--- config.mk ---
export PLATFORM = sky130hd
export DESIGN_NAME = mem_arbiter_flat
export DESIGN_NICKNAME = d
export VERILOG_FILES = /design/src/rtl/mem_arbiter_pkg.sv /design/src/rtl/mem_arbiter_if.sv /design/src/rtl/mem_arbiter_rr_pick.sv /design/src/rtl/mem_arbiter.sv /design/src/flat_wrapper.sv
export SDC_FILE = /design/constraint.sdc
export NUM_CORES = 1
export LEC_CHECK = 0
export BUFFER_PORTS_ARGS = -buffer_cell sky130_fd_sc_hd__buf_2
export CAP_MARGIN = 20
export CORE_AREA = 2 2 132 134
export CTS_BUF_LIST = sky130_fd_sc_hd__clkbuf_2
export DETAILED_ROUTE_END_ITERATION = 8
export DIE_AREA = 0 0 134 136
export GPL_TIMING_DRIVEN = 0
export HOLD_SLACK_MARGIN = 0.02
export PLACE_DENSITY = 0.6
export SLEW_MARGIN = 20
export SYNTH_ARGS = -nofsm -noshare
export SYNTH_HDL_FRONTEND = slang
export SYNTH_SLANG_ARGS = --single-unit
--- constraint.sdc ---
create_clock -name clk -period 4.24 [get_ports clk]
set_clock_uncertainty 0.05 [all_clocks]
set_input_delay 1.06 -clock clk [delete_from_list [all_inputs] [get_ports clk]]
set_output_delay 1.06 -clock clk [all_outputs]
set_load 0.05 [all_outputs]
--- src/rtl/mem_arbiter_pkg.sv ---
// Shared definitions for the memory arbiter: FSM encoding, defaults and
// a small helper for index widths.
package mem_arbiter_pkg;

    // IDLE: nobody holds the memory. OWNED: one requester holds a burst lock.
    typedef enum logic {
        ARB_IDLE  = 1'b0,
        ARB_OWNED = 1'b1
    } arb_state_t;

    localparam int BURST_MAX_DEFAULT = 8;

    // Width needed to index n requesters. Never less than one bit.
    function automatic int arb_idx_width(input int n);
        return (n > 1) ? $clog2(n) : 1;
    endfunction

endpackage

--- src/rtl/mem_arbiter_if.sv ---
// Requester-side and memory-side bus of the arbiter.
// The slave modport is the arbiter's view of the bus.
// The master modport is the environment's view: the requesters plus the RAM macro.
interface mem_arbiter_if #(
    parameter int NREQ = 3,
    parameter int AW   = 32,
    parameter int DW   = 32
);
    logic [NREQ-1:0]    req;
    logic [NREQ-1:0]    lock;
    logic [NREQ-1:0]    we;
    logic [NREQ*AW-1:0] addr;
    logic [NREQ*DW-1:0] wdata;
    logic [NREQ-1:0]    gnt;
    logic [NREQ-1:0]    rvalid;
    logic [DW-1:0]      rdata;
    logic               m_en;
    logic               m_we;
    logic [AW-1:0]      m_addr;
    logic [DW-1:0]      m_wdata;
    logic [DW-1:0]      m_rdata;

    modport slave (
        input  req, lock, we, addr, wdata, m_rdata,
        output gnt, rvalid, rdata, m_en, m_we, m_addr, m_wdata
    );

    modport master (
        output req, lock, we, addr, wdata, m_rdata,
        input  gnt, rvalid, rdata, m_en, m_we, m_addr, m_wdata
    );
endinterface

--- src/rtl/mem_arbiter_rr_pick.sv ---
// Combinational round-robin pick.
// The search starts just after ptr and wraps modulo N.
// Requesters set in excl are skipped.
// The result is a one-hot vector, its index, and a found flag.
module rr_pick #(
    parameter int N  = 3,
    parameter int PW = 2
) (
    input  logic [N-1:0]  req,
    input  logic [N-1:0]  excl,
    input  logic [PW-1:0] ptr,
    output logic [N-1:0]  pick,
    output logic [PW-1:0] pick_idx,
    output logic          found
);
    logic [N-1:0] elig;

    assign elig = req & ~excl;

    // Search ptr+1, ptr+2, ... and keep the first eligible requester.
    always_comb begin
        int cand;
        pick     = '0;
        pick_idx = '0;
        found    = 1'b0;
        cand     = 0;
        for (int k = 1; k <= N; k++) begin
            cand = (int'(ptr) + k) % N;
            if (!found && elig[cand]) begin
                found      = 1'b1;
                pick[cand] = 1'b1;
                pick_idx   = PW'(cand);
            end
        end
    end
endmodule

--- src/rtl/mem_arbiter.sv ---
// Round-robin arbiter for one single-port synchronous RAM (1-cycle read latency).
// A grant is issued in the same cycle as the request, and rvalid follows one cycle later.
// A requester may hold a lock to keep ownership, for at most BURST_MAX consecutive grants.
module mem_arbiter
    import mem_arbiter_pkg::*;
#(
    parameter int NREQ      = 3,
    parameter int AW        = 32,
    parameter int DW        = 32,
    parameter int BURST_MAX = BURST_MAX_DEFAULT
) (
    input  logic         clk,
    input  logic         reset,
    mem_arbiter_if.slave bus
);
    localparam int PW = arb_idx_width(NREQ);
    localparam int CW = $clog2(BURST_MAX + 1);

    arb_state_t      state_reg, state_next;
    logic [PW-1:0]   ptr_reg, ptr_next;
    logic [PW-1:0]   owner_reg, owner_next;
    logic [CW-1:0]   cnt_reg, cnt_next;
    logic [NREQ-1:0] rvalid_reg;

    logic [NREQ-1:0] owner_oh;
    logic [NREQ-1:0] excl;
    logic [NREQ-1:0] pick;
    logic [PW-1:0]   pick_idx;
    logic            found;
    logic            own_req;
    logic            own_lock;
    logic            burst_done;
    logic [NREQ-1:0] gnt_sel;
    logic [NREQ-1:0] gnt;

    assign owner_oh   = NREQ'(1) << owner_reg;
    assign own_req    = (state_reg == ARB_OWNED) && bus.req[owner_reg];
    assign own_lock   = bus.lock[owner_reg];
    assign burst_done = (cnt_reg >= CW'(BURST_MAX));

    // When a burst is exhausted, the owner is left out of this cycle's pick.
    // This lets another requester in.
    assign excl = (state_reg == ARB_OWNED && burst_done) ? owner_oh : '0;

    rr_pick #(
        .N  (NREQ),
        .PW (PW)
    ) u_pick (
        .req      (bus.req),
        .excl     (excl),
        .ptr      (ptr_reg),
        .pick     (pick),
        .pick_idx (pick_idx),
        .found    (found)
    );

    // Grant decision and next-state computation.
    always_comb begin
        gnt_sel    = '0;
        state_next = state_reg;
        ptr_next   = ptr_reg;
        owner_next = owner_reg;
        cnt_next   = cnt_reg;
        if (own_req && !burst_done) begin
            // The owner keeps the memory. Dropping its lock makes this the final beat.
            gnt_sel = owner_oh;
            if (own_lock) begin
                cnt_next = cnt_reg + CW'(1);
            end else begin
                state_next = ARB_IDLE;
                cnt_next   = '0;
            end
        end else if (found) begin
            // Normal rotation. This also covers an owner that released,
            // so the release costs no dead cycle.
            gnt_sel  = pick;
            ptr_next = pick_idx;
            if (bus.lock[pick_idx]) begin
                state_next = ARB_OWNED;
                owner_next = pick_idx;
                cnt_next   = CW'(1);
            end else begin
                state_next = ARB_IDLE;
                cnt_next   = '0;
            end
        end else if (own_req) begin
            // The burst is exhausted and nobody else is waiting.
            // The owner gets one more beat, but without its lock.
            gnt_sel    = owner_oh;
            ptr_next   = owner_reg;
            state_next = ARB_IDLE;
            cnt_next   = '0;
        end else begin
            state_next = ARB_IDLE;
            cnt_next   = '0;
        end
    end

    // While reset is low, nothing may reach the memory.
    assign gnt = reset ? gnt_sel : '0;

    // Arbiter state and the registered read-valid.
    always_ff @(posedge clk or negedge reset) begin
        if (!reset) begin
            state_reg  <= ARB_IDLE;
            ptr_reg    <= PW'(NREQ - 1);
            owner_reg  <= '0;
            cnt_reg    <= '0;
            rvalid_reg <= '0;
        end else begin
            state_reg  <= state_next;
            ptr_reg    <= ptr_next;
            owner_reg  <= owner_next;
            cnt_reg    <= cnt_next;
            rvalid_reg <= gnt_sel & ~bus.we;
        end
    end

    // AND-OR multiplexing of address and write data over the one-hot grant.
    logic [AW-1:0] addr_term  [NREQ];
    logic [DW-1:0] wdata_term [NREQ];
    logic [AW-1:0] m_addr_or;
    logic [DW-1:0] m_wdata_or;

    generate
        for (genvar gi = 0; gi < NREQ; gi++) begin : g_mux
            assign addr_term[gi]  = {AW{gnt[gi]}} & bus.addr[gi*AW +: AW];
            assign wdata_term[gi] = {DW{gnt[gi]}} & bus.wdata[gi*DW +: DW];
        end
    endgenerate

    // OR-reduce the masked terms. Only the granted requester contributes.
    always_comb begin
        m_addr_or  = '0;
        m_wdata_or = '0;
        for (int i = 0; i < NREQ; i++) begin
            m_addr_or  = m_addr_or | addr_term[i];
            m_wdata_or = m_wdata_or | wdata_term[i];
        end
    end

    assign bus.gnt     = gnt;
    assign bus.m_en    = |gnt;
    assign bus.m_we    = |(gnt & bus.we);
    assign bus.m_addr  = m_addr_or;
    assign bus.m_wdata = m_wdata_or;
    assign bus.rvalid  = rvalid_reg;
    assign bus.rdata   = bus.m_rdata;
endmodule

--- src/flat_wrapper.sv ---
// flat-port wrapper written by rule: the top's interface ports become plain ports
module mem_arbiter_flat import mem_arbiter_pkg::*;
#(
    parameter int NREQ      = 3,
    parameter int AW        = 32,
    parameter int DW        = 32,
    parameter int BURST_MAX = BURST_MAX_DEFAULT
)
  (clk, reset, bus_req, bus_lock, bus_we, bus_addr, bus_wdata, bus_m_rdata, bus_gnt, bus_rvalid, bus_rdata, bus_m_en, bus_m_we, bus_m_addr, bus_m_wdata);
  mem_arbiter_if #(.NREQ(NREQ), .AW(AW), .DW(DW)) bus_i ();
  input  logic clk;
  input  logic reset;
  input wire logic [$bits(bus_i.req)-1:0] bus_req;
  input wire logic [$bits(bus_i.lock)-1:0] bus_lock;
  input wire logic [$bits(bus_i.we)-1:0] bus_we;
  input wire logic [$bits(bus_i.addr)-1:0] bus_addr;
  input wire logic [$bits(bus_i.wdata)-1:0] bus_wdata;
  input wire logic [$bits(bus_i.m_rdata)-1:0] bus_m_rdata;
  output wire logic [$bits(bus_i.gnt)-1:0] bus_gnt;
  output wire logic [$bits(bus_i.rvalid)-1:0] bus_rvalid;
  output wire logic [$bits(bus_i.rdata)-1:0] bus_rdata;
  output wire logic [$bits(bus_i.m_en)-1:0] bus_m_en;
  output wire logic [$bits(bus_i.m_we)-1:0] bus_m_we;
  output wire logic [$bits(bus_i.m_addr)-1:0] bus_m_addr;
  output wire logic [$bits(bus_i.m_wdata)-1:0] bus_m_wdata;
  assign bus_i.req = bus_req;
  assign bus_i.lock = bus_lock;
  assign bus_i.we = bus_we;
  assign bus_i.addr = bus_addr;
  assign bus_i.wdata = bus_wdata;
  assign bus_i.m_rdata = bus_m_rdata;
  assign bus_gnt = bus_i.gnt;
  assign bus_rvalid = bus_i.rvalid;
  assign bus_rdata = bus_i.rdata;
  assign bus_m_en = bus_i.m_en;
  assign bus_m_we = bus_i.m_we;
  assign bus_m_addr = bus_i.m_addr;
  assign bus_m_wdata = bus_i.m_wdata;
  mem_arbiter #(.NREQ(NREQ), .AW(AW), .DW(DW), .BURST_MAX(BURST_MAX)) u_core (.clk(clk), .reset(reset), .bus(bus_i));
endmodule
# [After elaboration in Yosys (flattened, before gate mapping)]
# Index checks and enable logic that the tools add are counted.
[totals] reg_bits=12 input_bits=235 output_inout_bits=104 elab_cells=102
[classes] add_sub_neg=4 div=3 order_cmp=9 eq_ne=1 n_shift=1 n_mux=45 bitwise_logic=18 n_reduce_logical=16
[op_table] cell="$and 32x32->32" count=6
[op_table] cell="$or 32x32->32" count=4
[op_table] cell="$ge 32x1->1 const B" count=3
[op_table] cell="$lt 32x4->1 const B" count=3
[op_table] cell="$mod 32x3->32 const B" count=3
[op_table] cell="$mux 3" count=8
[op_table] cell="$mux 1" count=21
[op_table] cell="$bmux 1 s2" count=6
[op_table] cell="$mux 2" count=5
[op_table] cell="$and 3x3->3" count=3
[op_table] cell="$logic_and 1x1->1" count=8
[op_table] cell="$mux 4" count=2
[op_table] cell="$add 2x2->3 const B" count=2
[op_table] cell="$demux 1 s2" count=3
[op_table] cell="$lt 2x3->1 const B" count=2
[op_table] cell="$not 3->3" count=2
[op_table] cell="$or 3x3->3" count=2
[op_table] cell="$reduce_or 3->1" count=2
[op_table] cell="$add 4x1->4 const B" count=1
[op_table] cell="$ge 4x4->1 const B" count=1
[op_table] cell="$add 2x1->3 const B" count=1
[op_table] cell="$logic_not 1->1" count=3
[op_table] cell="$reduce_and 3->1" count=1
[op_table] cell="$shl 1x2->3 const A" count=1
[op_table] cell="4 further kinds" count=4

# [Depth between registers and ports, before layout]
[depth] ltp_word=21 depth_mapped=11 depth_no_buf=10

# [Modules after synthesis]
# A second synthesis with hierarchy kept.
[hier_totals] cells_unflattened=545 area_unflattened_um2=4383.0
[by_module_without_submodules] mod="mem_arbiter" n_inst=1 cells_per_inst=504 area_each_um2=4027.6 seq_area_each_um2=301.5
[by_module_without_submodules] mod="rr_pick" n_inst=1 cells_per_inst=41 area_each_um2=355.3 seq_area_each_um2=0.0

# [Worst setup path after synthesis]
# No wires, ideal clock.
[synth_path] kind="input to output" startpoint="input bus_req[2]" endpoint="output bus_m_addr[0]" t_arrival_ps=3226 required_ps=3130 path_slack_ps=-96 stages=8 path_buffers=2 cell_sequence="and2_0 -> o41ai_2 -> a31oi_1 -> o221ai_1 -> a32oi_1 -> buf_2 -> buf_2 -> o221ai_1"
[synth_between] elab_chain_cells=17
[synth_lines] element="start, declared" line="flat_wrapper.sv:13" rtl="input wire logic [$bits(bus_i.req)-1:0] bus_req;"
[synth_lines] element="$and 3x3->3" line="mem_arbiter_rr_pick.sv:18" rtl="assign elig = req & ~excl;"
[synth_lines] element="$bmux 1 s2" line="mem_arbiter_rr_pick.sv:29" rtl="if (!found && elig[cand]) begin"
[synth_lines] element="$mux 1 (implied by the code) (2 in a row)" line="mem_arbiter_rr_pick.sv:29"
[synth_lines] element="$mux 1" line="mem_arbiter_rr_pick.sv:29"
[synth_lines] element="$logic_not 1->1" line="mem_arbiter_rr_pick.sv:29"
[synth_lines] element="$logic_and 1x1->1" line="mem_arbiter_rr_pick.sv:29"
[synth_lines] element="$mux 1" line="mem_arbiter_rr_pick.sv:29"
[synth_lines] element="$logic_not 1->1" line="mem_arbiter_rr_pick.sv:29"
[synth_lines] element="$logic_and 1x1->1" line="mem_arbiter_rr_pick.sv:29"
[synth_lines] element="$mux 3 / $mux 1 (equally long branches)" line="mem_arbiter_rr_pick.sv:29"
[synth_lines] element="$mux 3" line="mem_arbiter.sv:73" rtl="end else if (found) begin"
[synth_lines] element="$mux 3 (*)" line="mem_arbiter.sv:64" rtl="if (own_req && !burst_done) begin"
[synth_lines] element="$mux 3 (*)" line="mem_arbiter.sv:100" rtl="assign gnt = reset ? gnt_sel : '0;"
[synth_lines] element="$and 32x32->32" line="mem_arbiter.sv:127" rtl="assign addr_term[gi] = {AW{gnt[gi]}} & bus.addr[gi*AW +: AW];"
[synth_lines] element="$or 32x32->32" line="mem_arbiter.sv:137" rtl="m_addr_or = m_addr_or | addr_term[i];"
[synth_lines] element="$or 32x32->32 (*)" line="mem_arbiter.sv:137"
[synth_lines] element="end, declared" line="flat_wrapper.sv:24" rtl="output wire logic [$bits(bus_i.m_addr)-1:0] bus_m_addr;"
# Mark *: on every way between the ends. The rest lies on a longest branch, timed or not. The select of a mux whose other input is x is not followed.

# [Worst setup path in the final report]
[layout_path] startpoint="input bus_req[0]" endpoint="output bus_m_wdata[30]"
[layout_between] elab_chain_cells=17
[layout_lines] element="$and 3x3->3" line="mem_arbiter_rr_pick.sv:18"
[layout_lines] element="$bmux 1 s2" line="mem_arbiter_rr_pick.sv:29"
[layout_lines] element="$mux 1 (implied by the code) (2 in a row)" line="mem_arbiter_rr_pick.sv:29"
[layout_lines] element="$mux 1" line="mem_arbiter_rr_pick.sv:29"
[layout_lines] element="$logic_not 1->1" line="mem_arbiter_rr_pick.sv:29"
[layout_lines] element="$logic_and 1x1->1" line="mem_arbiter_rr_pick.sv:29"
[layout_lines] element="$mux 1" line="mem_arbiter_rr_pick.sv:29"
[layout_lines] element="$logic_not 1->1" line="mem_arbiter_rr_pick.sv:29"
[layout_lines] element="$logic_and 1x1->1" line="mem_arbiter_rr_pick.sv:29"
[layout_lines] element="$mux 3 / $mux 1 (equally long branches)" line="mem_arbiter_rr_pick.sv:29"
[layout_lines] element="$mux 3" line="mem_arbiter.sv:73"
[layout_lines] element="$mux 3 (*)" line="mem_arbiter.sv:64"
[layout_lines] element="$mux 3 (*)" line="mem_arbiter.sv:100"
[layout_lines] element="$and 32x32->32" line="mem_arbiter.sv:128" rtl="assign wdata_term[gi] = {DW{gnt[gi]}} & bus.wdata[gi*DW +: DW];"
[layout_lines] element="$or 32x32->32" line="mem_arbiter.sv:138" rtl="m_wdata_or = m_wdata_or | wdata_term[i];"
[layout_lines] element="$or 32x32->32 (*)" line="mem_arbiter.sv:138"
[layout_lines] element="end, declared" line="flat_wrapper.sv:25" rtl="output wire logic [$bits(bus_i.m_wdata)-1:0] bus_m_wdata;"
# Marks and branches as above.

==> impl_metrics.json <==
{
  "setup-violations-final": 1,
  "ys_ff_latch": 12,
  "rsz0062_at_grt": "yes",
  "status": "finished with violations",
  "yosys.area.top_type": "o221ai_1",
  "grt_usage_pct": 15.9,
  "area_growth_syn_to_layout_pct": 87.6,
  "die_width_um": 134,
  "drt_iter0_drc": 210,
  "worst_path_largest_cell_delay_ps": 440,
  "hpwlAfterDp_mm": 12.7,
  "netlist_area_um2": 3190,
  "start_util_pct": 18.9,
  "startpoint": "bus_req[0]",
  "synthArstFlopShare_pct": 100,
  "path_cells": "buf_6, nand2b_1, buf_6, mux2i_2, a2111o_1, a211oi_4, buf_6, buf_12, buf_8, o211ai_1, o221ai_1, buf_4",
  "clock_sinks": 12,
  "syn_nets": 721,
  "cts-root-buf": "clkbuf_2",
  "maxCapViolations": 0,
  "synthTopCellsByCount": "inv_1 (144), o211ai_1 (69), o221ai_1 (67), buf_4 (36), clkbuf_1 (19)",
  "worst-path-stages": 12,
  "via_per_inst": 4.66,
  "insertion_delay_ps": 260,
  "p_leak_nw": 3.34,
  "crit_type": "in -> out",
  "drc": 0,
  "htreeDepth": 1,
  "grt-ovfl-total": 0,
  "route.vias.total": 4877,
  "fmax_ghz": 0.236,
  "hold_path_class": "reg -> reg",
  "endpoint_kind": "output pin",
  "pin_count": 339,
  "r2r_setup_slack_ps": 1480,
  "violations": "negative setup slack",
  "slowest_stage": "a2111o_1",
  "synth.most_common_cell": "inv_1",
  "ys_seq_area_share_pct": 9.46,
  "clk_pin_slew_ps": 110,
  "cts_buffers": 3,
  "cp.arrival_ps": 3130,
  "grt_max_degree": 14,
  "grt_pass1_vias": 4417,
  "clockBufferDepth": 2,
  "timing.critical_path.max_delay_family": "compound AO/OA/AOI/OAI gates",
  "syn_inst": 480,
  "grt_pass1_wl_mm": 23.1,
  "p_per_area_nw_per_um2": 785,
  "ir_drop_uv": 430,
  "synth-edff-count": 0,
  "synth_cell_types": 51,
  "drtPass1Iterations": 5,
  "finalWirelength_mm": 16.8,
  "routedWlPerCell_um": 16.0,
  "synthTopCellsByArea": "o221ai_1 (18%), inv_1 (17%), o211ai_1 (16%)",
  "startpoint_type": "primary input",
  "crit_required_ps": 3130,
  "layout-drive-gt1-share_pct": 55.5,
  "ys_warn_count": 0,
  "antenna_left": 0,
  "die_area_um2": 18200,
  "cp-endpoint": "bus_m_wdata[30]",
  "core_area_um2": 16900,
  "pre_cts_slack_ps": -492,
  "cts_tree": "yes",
  "timing.critical_path.mode_cell": "buf_6",
  "whs_ps": 484,
  "multiInputGateArea_um2": 2130,
  "fin_crit_ps": 4240,
  "cp.buffers_inverters": 6,
  "hold_viol_final": 0,
  "relSlewSlack_pct": 47.6,
  "setup_slack_ps": -1.88,
  "largest_reg_flops": 4,
  "io_buffers": 306,
  "die_h_um": 136,
  "final_cell_area_um2": 5980,
  "gp_congestion": 0.884,
  "nets": 1063,
  "antenna_cells": 0,
  "netlist.area_leader.share_pct": 18.4,
  "path_max_fanout": 7,
  "tightest_slew_ps": 778,
  "fill_cells": 1842,
  "placed_area_um2": 5000,
  "yosys_most_used_dff": "dfrtp_1",
  "worst_r2r_endpoint": "u_core.cnt_reg[0]",
  "register_area_um2": 307,
  "antenna_found_initial": 2,
  "placement_rows": 48,
  "syn_avg_cell_area_um2": 6.64,
  "worstRegToRegCells": 8,
  "period_share_pct": 100,
  "slew_violations": 0,
  "r2r-start": "u_core.ptr_reg[1]"
}
[routing by layer]
layer / GRT usage [%] / wire, µm / vias to the layer above
met2: 28.2 / 8210 / 228
met5: 0 / 19 / -
li1: - / - / 2370
met3: 2.80 / 1180 / 24
met4: 3.13 / 250 / 4
met1: 20.1 / 7100 / 2251
[worst min-delay path by stage]
stage | from | endpoint | slack, ps | depth (start not counted)
after CTS | u_core.cnt_reg[2] | u_core.cnt_reg[3] | 500 | 2
after global placement | u_core.cnt_reg[0] | u_core.cnt_reg[0] | 480 | 1
final | u_core.cnt_reg[1] | u_core.cnt_reg[3] | 480 | 2
after floorplan | u_core.cnt_reg[0] | u_core.cnt_reg[0] | 440 | 1
after detailed placement | u_core.cnt_reg[2] | u_core.cnt_reg[3] | 480 | 2
after global routing | u_core.cnt_reg[2] | u_core.cnt_reg[3] | 540 | 2
[logic make-up after synthesis]
logic type	share of synthesized area (%)
buf+inv	31.3
compound gates	45.4
simple gates	9.03
flops	9.46
fa+ha+maj	2.67
mux	1.92
xor+xnor	0.275
[stage by stage]
stage	instances	total power [mW]	util (%)	setup TNS [ps]
after global routing	1046	4.94	35.4	-2640
after floorplan	480	2.85	-	-4790
after CTS	1029	4.17	32.1	0
after detailed placement	1011	3.72	29.6	-26410
after global placement	1011	3.72	29.6	-28920
final	1046	4.70	35.4	-1.88
[report_power, final]
| part | internal, mW | switching (mW) | total (mW) | leakage, nW |
|---|---|---|---|---|
| combinational | 1.59 | 2.83 | 4.43 | 3.18 |
| clock | 0.0250 | 0.0356 | 0.0606 | 0.0166 |
| sequential | 0.164 | 0.0454 | 0.210 | 0.150 |
| total | 1.78 | 2.91 | 4.70 | 3.34 |
[cell type report]
cell class / instances / share of cell area, %
multi-input combinational: 251 / 35.6
buffer: 72 / 10.3
tap: 225 / 4.71
inverter: 144 / 9.12
clock buffer: 4 / 0.335
sequential: 12 / 5.13
timing repair buffer: 338 / 34.8
[cell usage in the layout, fill, tap and decap left out, types with 8 or more instances in the layout]
master    count
o211ai_1     69
a21oi_1       8
buf_2       240
buf_6        20
inv_1       140
nand2_1       9
o221ai_1     62
clkbuf_2     12
o21ai_0       8
nor2_1       12
buf_4       119
[tightest hold or removal path: stages, from the launching register on]
cell and delay (ps):
dfrtp_1 410, nand3_1 70, nor2_1 40
[what timing repair did]
| action | in CTS | in global routing |
|---|---|---|
| gates resized for setup | 103 | 134 |
| buffers inserted | 12 | 13 |
| pin swaps | 10 | 23 |
| hold buffers | 0 | 0 |
| gates cloned | 2 | 5 |
| endpoints found under the hold margin | 0 | 0 |
| setup endpoints to repair | 66 | 66 |
(Power assumes the default switching activity.)
